## src/rtl/decode_pkg.sv

```systemverilog
// Shared encodings and the fixed-width control part of the decoded bundle.
// Latency: n/a (types and constants only).
// Backpressure: n/a.
package decode_pkg;

    localparam int INSTR_W   = 32;
    localparam int LINK_REG  = 14;
    localparam int PC_OFFSET = 8;

    typedef enum logic [1:0] {
        CLS_ALU   = 2'b00,
        CLS_MEM   = 2'b01,
        CLS_BR    = 2'b10,
        CLS_UNDEF = 2'b11
    } cls_e;

    localparam logic [3:0] OP_TST = 4'b1000;
    localparam logic [3:0] OP_TEQ = 4'b1001;
    localparam logic [3:0] OP_CMP = 4'b1010;
    localparam logic [3:0] OP_CMN = 4'b1011;
    localparam logic [3:0] OP_MOV = 4'b1101;
    localparam logic [3:0] OP_MVN = 4'b1111;

    // Register indices and wide datapath fields are parameter-sized, so they
    // travel beside this struct rather than inside it.
    typedef struct packed {
        logic [3:0] alu_op;
        logic       rn_used;
        logic       rm_used;
        logic       reg_we;
        logic       imm_en;
        logic [1:0] shift_type;
        logic [4:0] shift_amt;
        logic       mem_load;
        logic       mem_store;
        logic       jump_en;
        logic [3:0] cond;
        logic       undef;
    } dec_ctl_t;

    function automatic logic is_compare_op(input logic [3:0] op);
        return (op == OP_TST) || (op == OP_TEQ) || (op == OP_CMP) || (op == OP_CMN);
    endfunction

endpackage

```

## src/rtl/decode_stage_if.sv

```systemverilog
// Fetch-side and execute-side handshake bundle of the decode stage.
// Latency: n/a (wiring only).
// Backpressure: in_ready / out_ready valid-ready pairs plus flush.
interface decode_stage_if #(
    parameter int DATA_W     = 32,
    parameter int REG_ADDR_W = 4,
    parameter int CNT_W      = 16
);
    logic                  in_valid;
    logic                  in_ready;
    logic [31:0]           in_instr;
    logic [DATA_W-1:0]     in_pc;
    logic                  flush;
    logic                  out_valid;
    logic                  out_ready;
    logic [3:0]            out_alu_op;
    logic [REG_ADDR_W-1:0] out_rd;
    logic [REG_ADDR_W-1:0] out_rn;
    logic [REG_ADDR_W-1:0] out_rm;
    logic                  out_rn_used;
    logic                  out_rm_used;
    logic                  out_reg_we;
    logic                  out_imm_en;
    logic [DATA_W-1:0]     out_imm;
    logic [1:0]            out_shift_type;
    logic [4:0]            out_shift_amt;
    logic                  out_mem_load;
    logic                  out_mem_store;
    logic                  out_jump_en;
    logic [DATA_W-1:0]     out_jump_target;
    logic [3:0]            out_cond;
    logic                  out_undef;
    logic [DATA_W-1:0]     out_pc;
    logic [CNT_W-1:0]      stall_count;

    modport slave (
        input  in_valid, in_instr, in_pc, flush, out_ready,
        output in_ready, out_valid, out_alu_op, out_rd, out_rn, out_rm,
               out_rn_used, out_rm_used, out_reg_we, out_imm_en, out_imm,
               out_shift_type, out_shift_amt, out_mem_load, out_mem_store,
               out_jump_en, out_jump_target, out_cond, out_undef, out_pc,
               stall_count
    );

    modport master (
        output in_valid, in_instr, in_pc, flush, out_ready,
        input  in_ready, out_valid, out_alu_op, out_rd, out_rn, out_rm,
               out_rn_used, out_rm_used, out_reg_we, out_imm_en, out_imm,
               out_shift_type, out_shift_amt, out_mem_load, out_mem_store,
               out_jump_en, out_jump_target, out_cond, out_undef, out_pc,
               stall_count
    );
endinterface

```

## src/rtl/imm_rotator.sv

```systemverilog
// ARM rotated immediate: zero-extended imm8 rotated right by 2*rot.
// Latency: combinational.
// Backpressure: none.
module imm_rotator (
    input  logic [7:0]  imm8,
    input  logic [3:0]  rot,
    output logic [31:0] result
);
    logic [63:0] doubled;

    // Shifting a doubled copy right gives the rotation in its low half.
    assign doubled = {24'd0, imm8, 24'd0, imm8} >> {rot, 1'b0};
    assign result  = doubled[31:0];
endmodule

```

## src/rtl/decode_stage.sv

```systemverilog
// Registered instruction decode between fetch and execute; DECODE_BL_EN adds BL link writeback.
// Latency: one cycle from transfer-in to out_valid, full throughput without hazards.
// Backpressure: holds bundle until out_ready; one bubble per load-use hazard; flush drops held and incoming.
module decode_stage
    import decode_pkg::*;
#(
    parameter int DATA_W     = 32,
    parameter int REG_ADDR_W = 4,
    parameter int CNT_W      = 16
) (
    input  logic clk,
    input  logic rst_n,
    decode_stage_if.slave io
);

    logic [31:0]           instr;
    logic [31:0]           rot_imm;
    dec_ctl_t              ctl_dec, ctl_d, ctl_q;
    logic [REG_ADDR_W-1:0] rd_dec, rn_dec, rm_dec;
    logic [REG_ADDR_W-1:0] rd_d, rd_q, rn_d, rn_q, rm_d, rm_q;
    logic [DATA_W-1:0]     imm_dec, tgt_dec;
    logic [DATA_W-1:0]     imm_d, imm_q, tgt_d, tgt_q, pc_d, pc_q;
    logic                  vld_d, vld_q;
    logic [CNT_W-1:0]      stall_cnt_d, stall_cnt_q;
    logic                  hazard, xfer_in;

    assign instr = io.in_instr;

    imm_rotator u_imm_rotator (
        .imm8   (instr[7:0]),
        .rot    (instr[11:8]),
        .result (rot_imm)
    );

    always_comb begin
        ctl_dec      = '0;
        rd_dec       = '0;
        rn_dec       = '0;
        rm_dec       = '0;
        imm_dec      = '0;
        tgt_dec      = '0;
        ctl_dec.cond = instr[31:28];
        case (cls_e'(instr[27:26]))
            CLS_ALU: begin
                ctl_dec.alu_op  = instr[24:21];
                ctl_dec.rn_used = 1'b1;
                ctl_dec.reg_we  = 1'b1;
                rn_dec          = REG_ADDR_W'(instr[19:16]);
                rd_dec          = REG_ADDR_W'(instr[15:12]);
                if (instr[25]) begin
                    ctl_dec.imm_en = 1'b1;
                    imm_dec        = DATA_W'(rot_imm);
                end else begin
                    ctl_dec.rm_used    = 1'b1;
                    ctl_dec.shift_type = instr[6:5];
                    ctl_dec.shift_amt  = instr[11:7];
                    rm_dec             = REG_ADDR_W'(instr[3:0]);
                end
                if (is_compare_op(instr[24:21])) begin
                    ctl_dec.reg_we = 1'b0;
                    rd_dec         = '0;
                end
                if (instr[24:21] == OP_MOV || instr[24:21] == OP_MVN) begin
                    ctl_dec.rn_used = 1'b0;
                    rn_dec          = '0;
                end
            end
            CLS_MEM: begin
                ctl_dec.rn_used = 1'b1;
                ctl_dec.imm_en  = 1'b1;
                rn_dec          = REG_ADDR_W'(instr[19:16]);
                imm_dec         = DATA_W'(instr[11:0]);
                if (instr[20]) begin
                    ctl_dec.mem_load = 1'b1;
                    ctl_dec.reg_we   = 1'b1;
                    rd_dec           = REG_ADDR_W'(instr[15:12]);
                end else begin
                    ctl_dec.mem_store = 1'b1;
                    ctl_dec.rm_used   = 1'b1;
                    rm_dec            = REG_ADDR_W'(instr[15:12]);
                end
            end
            CLS_BR: begin
                ctl_dec.jump_en = 1'b1;
                tgt_dec = io.in_pc + DATA_W'(PC_OFFSET)
                        + (DATA_W'($signed(instr[23:0])) << 2);
`ifdef DECODE_BL_EN
                if (instr[24]) begin
                    ctl_dec.reg_we = 1'b1;
                    rd_dec         = REG_ADDR_W'(LINK_REG);
                end
`endif
            end
            default: begin
                ctl_dec.undef = 1'b1;
            end
        endcase
    end

    // Only a bundle execute is about to consume can forward a stale load result.
    assign hazard = vld_q && ctl_q.mem_load && io.out_ready && io.in_valid &&
                    ((ctl_dec.rn_used && rn_dec == rd_q) ||
                     (ctl_dec.rm_used && rm_dec == rd_q));

    assign io.in_ready = io.flush || ((!vld_q || io.out_ready) && !hazard);
    assign xfer_in     = io.in_valid && io.in_ready && !io.flush;

    always_comb begin
        vld_d       = vld_q;
        ctl_d       = ctl_q;
        rd_d        = rd_q;
        rn_d        = rn_q;
        rm_d        = rm_q;
        imm_d       = imm_q;
        tgt_d       = tgt_q;
        pc_d        = pc_q;
        stall_cnt_d = stall_cnt_q;
        if (io.flush) begin
            vld_d = 1'b0;
        end else if (hazard) begin
            vld_d = 1'b0;
            ctl_d = '0;
            rd_d  = '0;
            rn_d  = '0;
            rm_d  = '0;
            imm_d = '0;
            tgt_d = '0;
            pc_d  = '0;
            if (stall_cnt_q != {CNT_W{1'b1}}) begin
                stall_cnt_d = stall_cnt_q + CNT_W'(1);
            end
        end else if (xfer_in) begin
            vld_d = 1'b1;
            ctl_d = ctl_dec;
            rd_d  = rd_dec;
            rn_d  = rn_dec;
            rm_d  = rm_dec;
            imm_d = imm_dec;
            tgt_d = tgt_dec;
            pc_d  = io.in_pc;
        end else if (io.out_ready) begin
            vld_d = 1'b0;
        end
    end

    always_ff @(posedge clk or negedge rst_n) begin
        if (!rst_n) begin
            vld_q       <= 1'b0;
            ctl_q       <= '0;
            rd_q        <= '0;
            rn_q        <= '0;
            rm_q        <= '0;
            imm_q       <= '0;
            tgt_q       <= '0;
            pc_q        <= '0;
            stall_cnt_q <= '0;
        end else begin
            vld_q       <= vld_d;
            ctl_q       <= ctl_d;
            rd_q        <= rd_d;
            rn_q        <= rn_d;
            rm_q        <= rm_d;
            imm_q       <= imm_d;
            tgt_q       <= tgt_d;
            pc_q        <= pc_d;
            stall_cnt_q <= stall_cnt_d;
        end
    end

    assign io.out_valid       = vld_q;
    assign io.out_alu_op      = ctl_q.alu_op;
    assign io.out_rd          = rd_q;
    assign io.out_rn          = rn_q;
    assign io.out_rm          = rm_q;
    assign io.out_rn_used     = ctl_q.rn_used;
    assign io.out_rm_used     = ctl_q.rm_used;
    assign io.out_reg_we      = ctl_q.reg_we;
    assign io.out_imm_en      = ctl_q.imm_en;
    assign io.out_imm         = imm_q;
    assign io.out_shift_type  = ctl_q.shift_type;
    assign io.out_shift_amt   = ctl_q.shift_amt;
    assign io.out_mem_load    = ctl_q.mem_load;
    assign io.out_mem_store   = ctl_q.mem_store;
    assign io.out_jump_en     = ctl_q.jump_en;
    assign io.out_jump_target = tgt_q;
    assign io.out_cond        = ctl_q.cond;
    assign io.out_undef       = ctl_q.undef;
    assign io.out_pc          = pc_q;
    assign io.stall_count     = stall_cnt_q;

endmodule

```

## src/flat_wrapper.sv

```systemverilog
// flat-port wrapper written by rule: the top's interface ports become plain ports
module decode_stage_flat import decode_pkg::*;
#(
    parameter int DATA_W     = 32,
    parameter int REG_ADDR_W = 4,
    parameter int CNT_W      = 16
)
  (clk, rst_n, io_in_valid, io_in_instr, io_in_pc, io_flush, io_out_ready, io_in_ready, io_out_valid, io_out_alu_op, io_out_rd, io_out_rn, io_out_rm, io_out_rn_used, io_out_rm_used, io_out_reg_we, io_out_imm_en, io_out_imm, io_out_shift_type, io_out_shift_amt, io_out_mem_load, io_out_mem_store, io_out_jump_en, io_out_jump_target, io_out_cond, io_out_undef, io_out_pc, io_stall_count);
  decode_stage_if #(.DATA_W(DATA_W), .REG_ADDR_W(REG_ADDR_W), .CNT_W(CNT_W)) io_i ();
  input  logic clk;
  input  logic rst_n;
  input wire logic [$bits(io_i.in_valid)-1:0] io_in_valid;
  input wire logic [$bits(io_i.in_instr)-1:0] io_in_instr;
  input wire logic [$bits(io_i.in_pc)-1:0] io_in_pc;
  input wire logic [$bits(io_i.flush)-1:0] io_flush;
  input wire logic [$bits(io_i.out_ready)-1:0] io_out_ready;
  output wire logic [$bits(io_i.in_ready)-1:0] io_in_ready;
  output wire logic [$bits(io_i.out_valid)-1:0] io_out_valid;
  output wire logic [$bits(io_i.out_alu_op)-1:0] io_out_alu_op;
  output wire logic [$bits(io_i.out_rd)-1:0] io_out_rd;
  output wire logic [$bits(io_i.out_rn)-1:0] io_out_rn;
  output wire logic [$bits(io_i.out_rm)-1:0] io_out_rm;
  output wire logic [$bits(io_i.out_rn_used)-1:0] io_out_rn_used;
  output wire logic [$bits(io_i.out_rm_used)-1:0] io_out_rm_used;
  output wire logic [$bits(io_i.out_reg_we)-1:0] io_out_reg_we;
  output wire logic [$bits(io_i.out_imm_en)-1:0] io_out_imm_en;
  output wire logic [$bits(io_i.out_imm)-1:0] io_out_imm;
  output wire logic [$bits(io_i.out_shift_type)-1:0] io_out_shift_type;
  output wire logic [$bits(io_i.out_shift_amt)-1:0] io_out_shift_amt;
  output wire logic [$bits(io_i.out_mem_load)-1:0] io_out_mem_load;
  output wire logic [$bits(io_i.out_mem_store)-1:0] io_out_mem_store;
  output wire logic [$bits(io_i.out_jump_en)-1:0] io_out_jump_en;
  output wire logic [$bits(io_i.out_jump_target)-1:0] io_out_jump_target;
  output wire logic [$bits(io_i.out_cond)-1:0] io_out_cond;
  output wire logic [$bits(io_i.out_undef)-1:0] io_out_undef;
  output wire logic [$bits(io_i.out_pc)-1:0] io_out_pc;
  output wire logic [$bits(io_i.stall_count)-1:0] io_stall_count;
  assign io_i.in_valid = io_in_valid;
  assign io_i.in_instr = io_in_instr;
  assign io_i.in_pc = io_in_pc;
  assign io_i.flush = io_flush;
  assign io_i.out_ready = io_out_ready;
  assign io_in_ready = io_i.in_ready;
  assign io_out_valid = io_i.out_valid;
  assign io_out_alu_op = io_i.out_alu_op;
  assign io_out_rd = io_i.out_rd;
  assign io_out_rn = io_i.out_rn;
  assign io_out_rm = io_i.out_rm;
  assign io_out_rn_used = io_i.out_rn_used;
  assign io_out_rm_used = io_i.out_rm_used;
  assign io_out_reg_we = io_i.out_reg_we;
  assign io_out_imm_en = io_i.out_imm_en;
  assign io_out_imm = io_i.out_imm;
  assign io_out_shift_type = io_i.out_shift_type;
  assign io_out_shift_amt = io_i.out_shift_amt;
  assign io_out_mem_load = io_i.out_mem_load;
  assign io_out_mem_store = io_i.out_mem_store;
  assign io_out_jump_en = io_i.out_jump_en;
  assign io_out_jump_target = io_i.out_jump_target;
  assign io_out_cond = io_i.out_cond;
  assign io_out_undef = io_i.out_undef;
  assign io_out_pc = io_i.out_pc;
  assign io_stall_count = io_i.stall_count;
  decode_stage #(.DATA_W(DATA_W), .REG_ADDR_W(REG_ADDR_W), .CNT_W(CNT_W)) u_core (.clk(clk), .rst_n(rst_n), .io(io_i));
endmodule
```

## config.mk

```make
export PLATFORM = sky130hd
export DESIGN_NAME = decode_stage_flat
export DESIGN_NICKNAME = d
export VERILOG_FILES = /design/src/rtl/decode_pkg.sv /design/src/rtl/decode_stage_if.sv /design/src/rtl/imm_rotator.sv /design/src/rtl/decode_stage.sv /design/src/flat_wrapper.sv
export SDC_FILE = /design/constraint.sdc
export NUM_CORES = 1
export LEC_CHECK = 0
export CORE_ASPECT_RATIO = 0.8
export CORE_UTILIZATION = 43
export CTS_CLUSTER_SIZE = 30
export DETAILED_ROUTE_END_ITERATION = 6
export PLACE_DENSITY = 0.72
export SYNTH_ARGS = -nofsm -noshare
export SYNTH_HDL_FRONTEND = slang
export SYNTH_SLANG_ARGS = --single-unit
```

## constraint.sdc

```tcl
create_clock -name clk -period 8 [get_ports clk]
set_clock_uncertainty 0.1 [all_clocks]
set_input_delay 0.8 -clock clk [delete_from_list [all_inputs] [get_ports clk]]
set_output_delay 0.8 -clock clk [all_outputs]
set_load 0.1 [all_outputs]
```

Word level (Yosys, flattened, before mapping) --
Cells that the tools add are included. Widths: inputs -> output; s select.
Storage, ports and cells: register bits 148, output and inout port bits 149, word-level logic and storage cells 103
Operators by class: add/sub/neg operators 3, eq/ne operators 11, shifts and indexed selects 1, muxes and demuxes 42, bitwise gates (word level) 1, reduce and logical (&&, ||, !) cells 25
Operators by type and width (number):
- $mux 32 | 8
- $pmux 32 s2 | 1
- $mux 4 | 12
- $mux 23 | 2
- $shr 40x5->32 | 1
- $add 32x32->32 | 1
- $add 32x4->32 const B | 1
- $pmux 4 s2 | 4
- $eq 4x4->1 const B | 6
- $add 16x1->16 const B | 1
- $ne 16x16->1 const B | 1
- $mux 7 | 2
- $mux 1 | 12
- $logic_and 1x1->1 | 9
- $eq 4x4->1 | 2
- $logic_or 1x1->1 | 7
- $reduce_bool 4->1 | 1
- $logic_not 1->1 | 3
- $reduce_and 3->1 | 1
- $reduce_or 3->1 | 1
- $eq 2x1->1 const B | 1
- $eq 2x2->1 const B | 1
- $logic_not 2->1 | 1
- $mux 2 | 1
- other kinds (3) | 3

Depth between registers and ports, before layout --
Gate-level depths: netlist of run 1.
depth after elaboration 17, mapped depth 13, mapped depth without buffers 13

By module --
Synthesis of run 1 repeated with hierarchy kept, for this count alone.
Second synthesis, totals: cells, all modules 822, area total of the unflattened synthesis 8434.3 sq um
By module, submodules not included:
- decode_stage | instances 1, cells an instance 724, area each 7717.4 sq um, sequential area each 3703.6 sq um
- imm_rotator | instances 1, cells an instance 98, area each 716.9 sq um, sequential area each 0.0 sq um

Least setup slack after synthesis of run 1 --
Ideal clock, no wire load.
path kind input to output, start point input port io_in_instr[26], end point output port io_in_ready, arrival time 3.443 ns, path slack 3.657 ns, stages on the path 9, cells stage by stage or3b_1 > a21oi_1 > xnor2_1 > nand2_1 > or4_4 > a21oi_4 > buf_6 > buf_2 > o21bai_1
On the way: word-level cells in the longest chain between the ends 9, elaborated cells on any way between the ends 14
Ends and longest elaborated chain:
- start: declaration | line flat_wrapper.sv:13 | input wire logic [$bits(io_i.in_instr)-1:0] io_in_instr;
- $eq 2x1->1 or $logic_not 2->1 (tied branches) | line decode_stage.sv:43 | case (cls_e'(instr[27:26]))
- $pmux 4 s2 | line decode_stage.sv:43
- $eq 4x4->1, on equally long branches | line decode_stage.sv:102, decode_stage.sv:103
- $logic_and 1x1->1, on equally long branches | line decode_stage.sv:102, decode_stage.sv:103
- $logic_or 1x1->1 (*) | line decode_stage.sv:102 | ((ctl_dec.rn_used && rn_dec == rd_q) ||
- $logic_and 1x1->1 (*) | line decode_stage.sv:101 | assign hazard = vld_q && ctl_q.mem_load && io.out_ready && io.in_valid &&
- $logic_not 1->1 (*) | line decode_stage.sv:105 | assign io.in_ready = io.flush || ((!vld_q || io.out_ready) && !hazard);
- $logic_and 1x1->1 (*) | line decode_stage.sv:105
- $logic_or 1x1->1 (*) | line decode_stage.sv:105
- end: declaration | line flat_wrapper.sv:17 | output wire logic [$bits(io_i.in_ready)-1:0] io_in_ready;
Every way passes the cells marked *; elsewhere a longest branch is shown, timed or not.

Worst setup path in the final report of run 1 --
Ends and elaborated chain as after synthesis.

==> key figures, run 1 <==
Run status
  • Status: complete, no violations

Critical path
  • Crit path from: io_in_instr[26]
  • Startpoint types: primary input
  • Worst path top cell family by delay: buffers and inverters
  • R2r worst-path depth: 7
  • Slowest cell on crit path: clkdlybuf4s50_1
  • Critical Path RT: 7100 ps
  • Worst r2r dst: u_core.io.stall_count[1]
  • Kind of critical path: primary input to output pin
  • CP Depth: 9
  • Crit-path cells: clkdlybuf4s50_1, or3b_1, a21oi_1, xnor2_1, nand2_1, or4_4, a21oi_4, o21bai_1, clkdlybuf4s50_1
  • WP data arrival: 4270 ps
  • Setup crit end kind: output pin
  • Worst Setup EP: io_in_ready
  • Critical R2R Launch: u_core.io.out_rd[3]
  • Crit path buf inv count: 2
  • Critical path's most frequent cell: clkdlybuf4s50_1
  • Slowest Stage Delay on Critical Path: 970 ps
  • Internal reg-to-reg setup slack: 5020 ps
  • Worst Path Max Fanout: 15

Synthesis
  • Distinct cell type count after synthesis: 64
  • Cell count after synthesis: 857
  • Synth area leaders: dfrtp_1 45%, ha_1 8.8%, nand2_1 7.7%, o21ai_0 5.6%, a22o_1 3.2%
  • Yosys top cell by area: dfrtp_1
  • Cell area after synthesis: 8240 um^2
  • #FFs+latches synth: 148
  • Most common flop cell mapped by yosys: dfrtp_1
  • Top cell type's share of synthesized area: 44.94%
  • Post-synth EDFFs: 0
  • YS warnings: 0
  • Async S/R FF share, synth: 100.0%
  • Sequential-to-total area share from yosys stat: 44.94%
  • Count leader, synth: nand2_1
  • Commonest cells post-synth: 168 x nand2_1, 148 x dfrtp_1, 93 x o21ai_0, 58 x ha_1, 36 x clkbuf_1
  • Mapped Nets: 985
  • Mean Syn Cell Area: 9.615 um^2

Die
  • Die Height: 125.8 um
  • Num rows: 44
  • Die width: 156.8 um
  • Full die area: 19720 um^2
  • Initial core utilization: 44.68%
  • Core Region: 18440 um^2
  • Io pins: 218

Global routing
  • Total gr overflow: 0
  • First-pass GRT wire length: 39.56 mm
  • Largest net degree at the start of global routing: 101
  • Initial antenna violation count: 0
  • Vias in the first global route: 7148
  • Total GRT Usage: 26.11%

Detailed routing
  • Post-Route WL: 24.96 mm
  • Vias per inst: 5.561
  • DRC Markers: 0
  • DR vias: 7346
  • Initial drt markers: 548
  • Routed Antenna Nets: 0
  • DR pass1 iterations: 5
  • Wire per inst: 18.89 um

Clock tree
  • Post CTS Setup Buffer Count: 0
  • Clk buf depth: 2
  • Worst-path clk slew: 70 ps
  • Num Clock Sinks: 148
  • TritonCTS clock tree: built
  • Hold buffer count at cts: 0
  • Post-CTS Resized: 0
  • Root Buffer: clkbuf_16
  • Total CTS buffers: 17
  • H-Tree Depth: 4
  • Clk Latency, worst-skew pair: 420 ps

Power and ir drop
  • VDD IR-drop max: 0.1666 mV
  • Overall Power: 0.002754 W
  • PD cells: 245.2 nW/um^2
  • Leak pwr: 5.001 nW

Placed design
  • Pre-CTS WS: 2869 ps
  • Placed Cells: 1289
  • DP HPWL: 18.03 mm
  • IO buf count: 217
  • Final GP Congestion: 0.8706

Timing
  • Final worst-path cycle share: 64.68%
  • Slew Limit Fails: 0
  • Setup-failing EPs final: 0
  • Worst relative slew slack: 27.91%
  • Highest Clock Rate: 0.1933 GHz
  • Worst Setup Slack, final: 2826 ps
  • RSZ-0062 raised after global routing: false
  • Final min period: 5174 ps
  • Fin. Hold Viols: 0
  • Post-route setup TNS: 0 ps
  • Slew at the pin closest to its max-slew limit: 1078 ps

Flow run
  • Max_cap viols: 0

Layout
  • Layout cells sized above 1: 5.712%
  • Non-Filler Instances: 1321
  • Area growth, synth to finish: 36.30%
  • Finished Core Util: 60.90%
  • Antenna diodes: 0
  • Filler cell count: 1593
  • Fin nets: 1183

Min path
  • Worst hold path class: primary input to asynchronous set/reset pin
==> power breakdown <==
part           switching, W  total [W]  internal, W
clock network      0.000344   0.000881     0.000537
logic              0.000755    0.00101     0.000260
registers         0.0000416   0.000858     0.000817
total               0.00114    0.00275      0.00161
==> stage by stage <==
stage,instance area [um^2],hold slack [ps]
finish,11230,339.7
CTS,11230,384.1
floorplan,8240,404.4
detailed placement,10590,360.6
global route,11230,397.5
global placement,10590,354.0
==> area by class of cell <==
type | count | area, um^2 | area share, %
clock buffers | 19 | 442.9 | 3.943
well taps | 253 | 316.6 | 2.818
multi-input cells | 651 | 4299 | 38.28
repair buffers | 224 | 2226 | 19.82
clock inverters | 13 | 195.2 | 1.738
inverters | 13 | 48.80 | 0.4344
flip-flops and latches | 148 | 3704 | 32.97
==> routing by layer <==
layer / vias to the layer above / track usage [%] / wire length (um)
li1: 3497 / - / -
met4: 0 / 6.863 / 223
met5: - / 0 / 0
met1: 3575 / 36.90 / 11540
met3: 19 / 7.674 / 2176
met2: 255 / 38.90 / 11010
==> sequential cells by signal, indices dropped and copies added (netlist names) <==
| signal | flops |
|---|---|
| u_core.io.out_imm | 32 |
| u_core.io.out_mem_store | 1 |
| u_core.io.out_rd | 4 |
| u_core.io.out_rn | 4 |
| u_core.io.out_pc | 32 |
| u_core.io.out_cond | 4 |
| u_core.io.out_jump_en | 1 |
| u_core.io.out_alu_op | 4 |
| u_core.io.out_mem_load | 1 |
| u_core.io.out_jump_target | 32 |
| u_core.io.out_shift_amt | 5 |
| u_core.io.out_reg_we | 1 |
| u_core.io.out_rm_used | 1 |
| u_core.io.out_valid | 1 |
| u_core.io.out_undef | 1 |
| u_core.io.out_rm | 4 |
| u_core.io.stall_count | 16 |
| u_core.io.out_rn_used | 1 |
| u_core.io.out_shift_type | 2 |
| u_core.io.out_imm_en | 1 |
==> cells in the final DEF (no fill, tap or decap), types with 10 or more instances in the layout <==
master,netlist,final
xnor2_1,20,20
o21ai_0,93,93
xor2_1,24,24
inv_1,13,13
and3_1,15,15
a22o_1,30,30
clkbuf_16,0,17
dfrtp_1,148,148
clkdlybuf4s50_1,0,216
nand2_1,168,168
o31ai_1,12,12
nor2_1,31,31
nand3_1,17,17
a21oi_1,24,24
a32o_1,10,10
a21o_1,14,14
ha_1,58,58
==> kinds of logic after synthesis <==
kind of cell,synth area share [%]
fa+ha+maj,9.050
compound gates,19.19
flops,44.94
buf+inv,2.976
simple gates,17.80
xor+xnor,4.677
mux,1.367
==> worst min-delay path by stage <==
| stage | start | endpoint | slack (ps) | cells past startpoint |
|---|---|---|---|---|
| 3_3_place_gp | u_core.io.out_undef | u_core.io.out_undef | 350 | 2 |
| 4_1_cts | u_core.io.out_pc[15] | u_core.io.out_pc[15] | 380 | 2 |
| 3_5_place_dp | u_core.io.out_undef | u_core.io.out_undef | 360 | 2 |
| 6_report | rst_n | u_core.io.stall_count[6] | 340 | 1 |
| 5_1_grt | u_core.io.out_rm[1] | u_core.io.out_rm[1] | 400 | 2 |
| 2_1_floorplan | rst_n | u_core.io.out_alu_op[0] | 400 | 0 |
Power figures use the tool's default switching activity.
==> inputs of run 2 (changes only) <==
==> constraint.sdc (replaced) <==
create_clock -name clk -period 4.8 [get_ports clk]
set_clock_uncertainty 0.1 [all_clocks]
set_input_delay 0.48 -clock clk [delete_from_list [all_inputs] [get_ports clk]]
set_output_delay 0.48 -clock clk [all_outputs]
set_load 0.1 [all_outputs]
==> key figures, run 2 (synthesis results as in run 1) <==
Layout
  • Commonest non-fill, non-tap cell in the layout: clkdlybuf4s50_1
  • Area of the multi-input gates: 4299 um^2 (unchanged)
  • Antenna diodes: 0 (unchanged)
  • Non-Filler Instances: 1326 (+0.38%)
  • Sequential cell area: 3704 um^2 (unchanged)
  • Layout cells sized above 1: 6.244% (+0.53 points)
  • Fin nets: 1189 (+0.51%)
  • Finished Core Util: 61.24% (+0.34 points)
  • Commonest non-fill, non-tap cells in the layout: 215 x clkdlybuf4s50_1, 168 x nand2_1, 148 x dfrtp_1
  • Area growth, synth to finish: 37.06%
  • Filler cell count: 1605 (+0.75%)

Clock tree
  • Num Clock Sinks: 148 (unchanged)
  • TritonCTS clock tree: built
  • Hold buffer count at cts: 1 (+1)
  • Post-CTS Resized: 0 (unchanged)
  • Clk buf depth: 2 (unchanged)
  • Root Buffer: clkbuf_16
  • Total CTS buffers: 17 (unchanged)
  • Post CTS Setup Buffer Count: 0 (unchanged)
  • Worst-path clk slew: 60 ps (about the same)
  • Clk Latency, worst-skew pair: 420 ps (about the same)
  • H-Tree Depth: 4 (unchanged)

Critical path
  • Setup crit end kind: output pin
  • WP data arrival: 3300 ps (-970 ps)
  • Worst Path Max Fanout: 9 (-6)
  • Kind of critical path: primary input to output pin
  • Startpoint types: primary input
  • Critical Path RT: 4220 ps (-2880 ps)

Timing
  • Slew at the pin closest to its max-slew limit: 1072 ps (-5.771 ps)
  • Slew Limit Fails: 0 (unchanged)
  • Highest Clock Rate: 0.2576 GHz
  • Setup-failing EPs final: 0 (unchanged)
  • Worst Setup Slack, final: 918.5 ps (-1907 ps)
  • Final min period: 3882 ps
  • RSZ-0062 raised after global routing: false
  • Fin. Hold Viols: 0 (unchanged)
  • Final worst-path cycle share: 80.86%
  • Worst relative slew slack: 28.30% (+0.39 points)
  • Post-route setup TNS: 0 ps (unchanged)

Die
  • Num rows: 44 (unchanged)
  • Full die area: 19720 um^2 (unchanged)
  • Die Height: 125.8 um (unchanged)
  • Die width: 156.8 um (unchanged)
  • Initial core utilization: 44.68% (unchanged)
  • Core Region: 18440 um^2 (unchanged)
  • Io pins: 218 (unchanged)

Global routing
  • First-pass GRT wire length: 39.23 mm (-0.82%)
  • Total GRT Usage: 25.87% (-0.24 points)
  • Initial antenna violation count: 0 (unchanged)
  • Vias in the first global route: 7010 (-1.9%)
  • Total gr overflow: 0 (unchanged)
  • Largest net degree at the start of global routing: 57 (-44%)

Placed design
  • Pre-CTS WS: 575.4 ps (-2294 ps)
  • Placed Cells: 1294 (+0.39%)
  • Final GP Congestion: 0.9137 (+5.0%)
  • DP HPWL: 17.98 mm (-0.28%)
  • IO buf count: 217 (unchanged)

Flow run
  • Max_cap viols: 0 (unchanged)

Detailed routing
  • Initial drt markers: 684 (+25%)
  • Routed Antenna Nets: 0 (unchanged)
  • DR vias: 7388 (+0.57%)
  • DR pass1 iterations: 5 (unchanged)
  • DRC Markers: 0 (unchanged)
  • Wire per inst: 18.75 um (-0.75%)
  • Post-Route WL: 24.86 mm (-0.37%)
  • Vias per inst: 5.572 (+0.19%)

Min path
  • Worst hold path class: flop to flop

Power and ir drop
  • Overall Power: 0.004573 W (+66%)
  • PD cells: 404.9 nW/um^2 (+65%)
  • VDD IR-drop max: 0.2140 mV (+28%)
  • Leak pwr: 5.042 nW (+0.82%)

Run status
  • Status: complete, no violations
run 2: final cells by class:
type                       count  share of cell area, %
multi-input combinational    651                  38.06
sequential                   148                  32.79
clock inverter                12                  1.573
timing repair buffer         230                  20.33
inverter                      13                 0.4320
tap                          253                  2.803
clock buffer                  19                  4.010
run 2: per-layer routing:
layer / wire length, um / track usage, %
met4: 223 / 5.940
met5: 0 / 0
met2: 10790 / 37.80
met3: 2178 / 7.674
met1: 11670 / 37.48
run 2: worst max-delay path, cell delays in order:
cell and delay [ps]:
clkdlybuf4s50_1 650, or3b_1 400, a21oi_1 260, xnor2_1 160, nand2_1 70, or4_4 550
a21oi_4 340, o21bai_1 190, buf_12 200
run 2: power breakdown:
part | internal (W) | switching [W] | leakage, nW | total (W)
registers | 0.00136 | 0.0000704 | 1.97 | 0.00143
clock network | 0.000897 | 0.000552 | 0.310 | 0.00145
logic | 0.000436 | 0.00126 | 2.76 | 0.00169
total | 0.00269 | 0.00188 | 5.04 | 0.00457
run 2: per-stage QoR:
stage               instance area [um^2]  hold WS (ps)
floorplan                           8240         84.41
global placement                   10650         317.1
detailed placement                 10650         322.0
CTS                                11290         379.8
global route                       11290         403.2
finish                             11290         374.5
run 2: final timing paths:
kind | cells after the start | slack (ps) | startpoint | endpoint
hold / removal | 1 | 370 | u_core.io.out_rn_used | u_core.io.out_rn_used
hold reg to reg | 1 | 370 | u_core.io.out_rn_used | u_core.io.out_rn_used
max in group asynchronous | 3 | 3100 | rst_n | u_core.io.out_jump_target[15]
min in group asynchronous | 2 | 440 | rst_n | u_core.io.stall_count[13]
setup / recovery | 9 | 920 | io_in_instr[3] | io_in_ready
setup reg to reg | 8 | 1970 | u_core.io.stall_count[4] | u_core.io.stall_count[1]
==> inputs of run 3 (changes only) <==
==> constraint.sdc (replaced) <==
create_clock -name clk -period 4 [get_ports clk]
set_clock_uncertainty 0.1 [all_clocks]
set_input_delay 0.4 -clock clk [delete_from_list [all_inputs] [get_ports clk]]
set_output_delay 0.4 -clock clk [all_outputs]
set_load 0.1 [all_outputs]
==> key figures, run 3 (synthesis results as in run 1) <==
Global routing
  • Vias in the first global route: 7137 (+1.8%)
  • Initial antenna violation count: 0 (unchanged)
  • Largest net degree at the start of global routing: 82 (+44%)
  • Met2 Use GR: 37.88% (+0.078 points)
  • First-pass GRT wire length: 39.47 mm (+0.61%)
  • Met1 Usage GRT: 36.95% (-0.52 points)
  • Total GRT Usage: 26.00% (+0.14 points)
  • Busiest grt layer: met2
  • Met3 Usage GRT: 8.190% (+0.52 points)
  • Total gr overflow: 0 (unchanged)

Timing
  • Final worst-path cycle share: 91.40%
  • Setup-failing EPs final: 0 (unchanged)
  • Fin. Hold Viols: 0 (unchanged)
  • Slew at the pin closest to its max-slew limit: 1057 ps (-15.32 ps)
  • Worst Setup Slack, final: 344.2 ps (-574.3 ps)
  • Worst hold margin: 366.7 ps (-7.742 ps)
  • Final min period: 3656 ps
  • Worst relative slew slack: 29.32% (+1.0 points)
  • Post-route setup TNS: 0 ps (unchanged)
  • Highest Clock Rate: 0.2735 GHz
  • RSZ-0062 raised after global routing: false
  • Slew Limit Fails: 0 (unchanged)

Layout
  • Area of the multi-input gates: 4299 um^2 (unchanged)
  • Commonest non-fill, non-tap cells in the layout: 215 x clkdlybuf4s50_1, 168 x nand2_1, 148 x dfrtp_1
  • Layout cells sized above 1: 7.622% (+1.4 points)
  • Antenna diodes: 0 (unchanged)
  • Sequential cell area: 3704 um^2 (unchanged)
  • Filler cell count: 1562 (-2.7%)
  • Fin nets: 1204 (+1.3%)
  • Post-route cell area: 11420 um^2 (+1.1%)
  • Area growth, synth to finish: 38.61%
  • Commonest non-fill, non-tap cell in the layout: clkdlybuf4s50_1

Min path
  • Hold Crit Depth: 2 (+1)
  • Hold Path End: u_core.io.out_undef
  • Worst hold path class: flop to flop
  • Hold Crit Start: u_core.io.out_undef

Die
  • Die Height: 125.8 um (unchanged)
  • Num rows: 44 (unchanged)
  • Initial core utilization: 44.68% (unchanged)
  • Io pins: 218 (unchanged)
  • Core Region: 18440 um^2 (unchanged)
  • Full die area: 19720 um^2 (unchanged)
  • Die width: 156.8 um (unchanged)

Power and ir drop
  • Leak pwr: 5.116 nW (+1.5%)
  • Overall Power: 0.005524 W (+21%)
  • VDD IR-drop max: 0.3463 mV (+62%)
  • PD cells: 483.6 nW/um^2 (+19%)

Critical path
  • Internal reg-to-reg setup slack: 1140 ps (-830 ps)
  • Worst Path Max Fanout: 6 (-3)
  • Setup crit end kind: output pin
  • Startpoint types: primary input
  • Kind of critical path: primary input to output pin
  • R2r worst-path depth: 8 (unchanged)
  • WP data arrival: 3160 ps (-140 ps)
  • Slowest Stage Delay on Critical Path: 650 ps (about the same)
  • Critical Path RT: 3500 ps (-720 ps)
  • Slowest cell on crit path: clkdlybuf4s50_1
  • Crit-path cells: clkdlybuf4s50_1, or3b_1, a21oi_1, xnor2_1, nand2_1, or4_4, a21oi_4, o21bai_1, buf_12
  • Worst r2r dst: u_core.io.stall_count[1]
  • Critical R2R Launch: u_core.io.stall_count[4]

Clock tree
  • H-Tree Depth: 4 (unchanged)
  • Total CTS buffers: 17 (unchanged)
  • Num Clock Sinks: 148 (unchanged)
  • Worst-path clk slew: 60 ps (about the same)
  • Root Buffer: clkbuf_16
  • TritonCTS clock tree: built
  • Clk Latency, worst-skew pair: 420 ps (about the same)
  • Clk buf depth: 2 (unchanged)

Detailed routing
  • Routed Antenna Nets: 0 (unchanged)
  • DRC Markers: 0 (unchanged)
  • Post-Route WL: 25.15 mm (+1.1%)
  • Vias per inst: 5.563 (-0.15%)
  • DR vias: 7466 (+1.1%)
  • Initial drt markers: 497 (-27%)
  • Wire per inst: 18.74 um (about the same)
  • DR pass1 iterations: 5 (unchanged)

Placed design
  • Pre-CTS WS: 123.1 ps (-452.3 ps)
  • Post-DP Area: 10770 um^2 (+1.1%)
  • IO buf count: 217 (unchanged)
  • DP HPWL: 18.58 mm (+3.4%)
  • Final GP Congestion: 0.9261 (+1.4%)

Flow run
  • Max_cap viols: 0 (unchanged)

Run status
  • Status: complete, no violations
==> run 3: cell count changes in the layout (fill, tap and decap cells not counted), sizes merged <==
cell / previous run / this run
buf: 14 / 29
clkinvlp: 1 / 2
clkinv: 5 / 3
inv: 15 / 17
==> run 3: worst max-delay path: cells and delay by family <==
family	cells	cell delay (ps)
AO/OA/AOI/OAI	3	720
buffers and inverters	2	850
XOR/XNOR	1	150
AND/OR/NAND/NOR	3	1020
==> run 3: metrics by stage <==
stage,utilization (%),instances
after CTS,61.93,1342
final,61.93,1342
after detailed placement,58.38,1309
after global placement,58.38,1309
after global routing,61.93,1342
after floorplan,-,857
==> run 3: power breakdown <==
| group | internal, W | total (W) | leakage (nW) | switching (W) |
|---|---|---|---|---|
| Clock | 0.00109 | 0.00176 | 0.311 | 0.000671 |
| Sequential | 0.00163 | 0.00172 | 1.97 | 0.0000851 |
| Combinational | 0.000535 | 0.00205 | 2.84 | 0.00151 |
==> run 3: worst max path at each step <==
stage | start | endpoint | slack, ps | cells after the start
floorplan | u_core.io.out_rd[2] | io_in_ready | 390 | 7
global placement | io_in_pc[3] | u_core.io.out_jump_target[29] | 120 | 14
detailed placement | io_in_instr[1] | u_core.io.out_jump_target[29] | 120 | 14
CTS | io_in_instr[26] | io_in_ready | 400 | 9
global route | io_in_instr[3] | io_in_ready | 250 | 9
finish | io_in_instr[3] | io_in_ready | 340 | 9
==> run 3: metal layers <==
layer | wire, um | share of wire (%)
met3 | 2415 | 9.6
met2 | 10680 | 42
met4 | 393 | 1.6
met5 | 0 | 0
met1 | 11660 | 46
==> run 3: timing repair <==
| item | CTS | global route |
|---|---|---|
| endpoints found under the hold margin | 79 | 0 |
| hold buffers | 1 | 0 |
| setup buffers | 0 | 0 |
| resized for setup | 0 | 0 |
==> run 3: area by class of cell <==
class | count | share of cell area [%]
multi-input combinational | 651 | 37.64
clock buffer | 19 | 3.965
inverter | 13 | 0.4272
tap | 253 | 2.771
clock inverter | 13 | 1.687
sequential | 148 | 32.42
timing repair buffer | 245 | 21.09
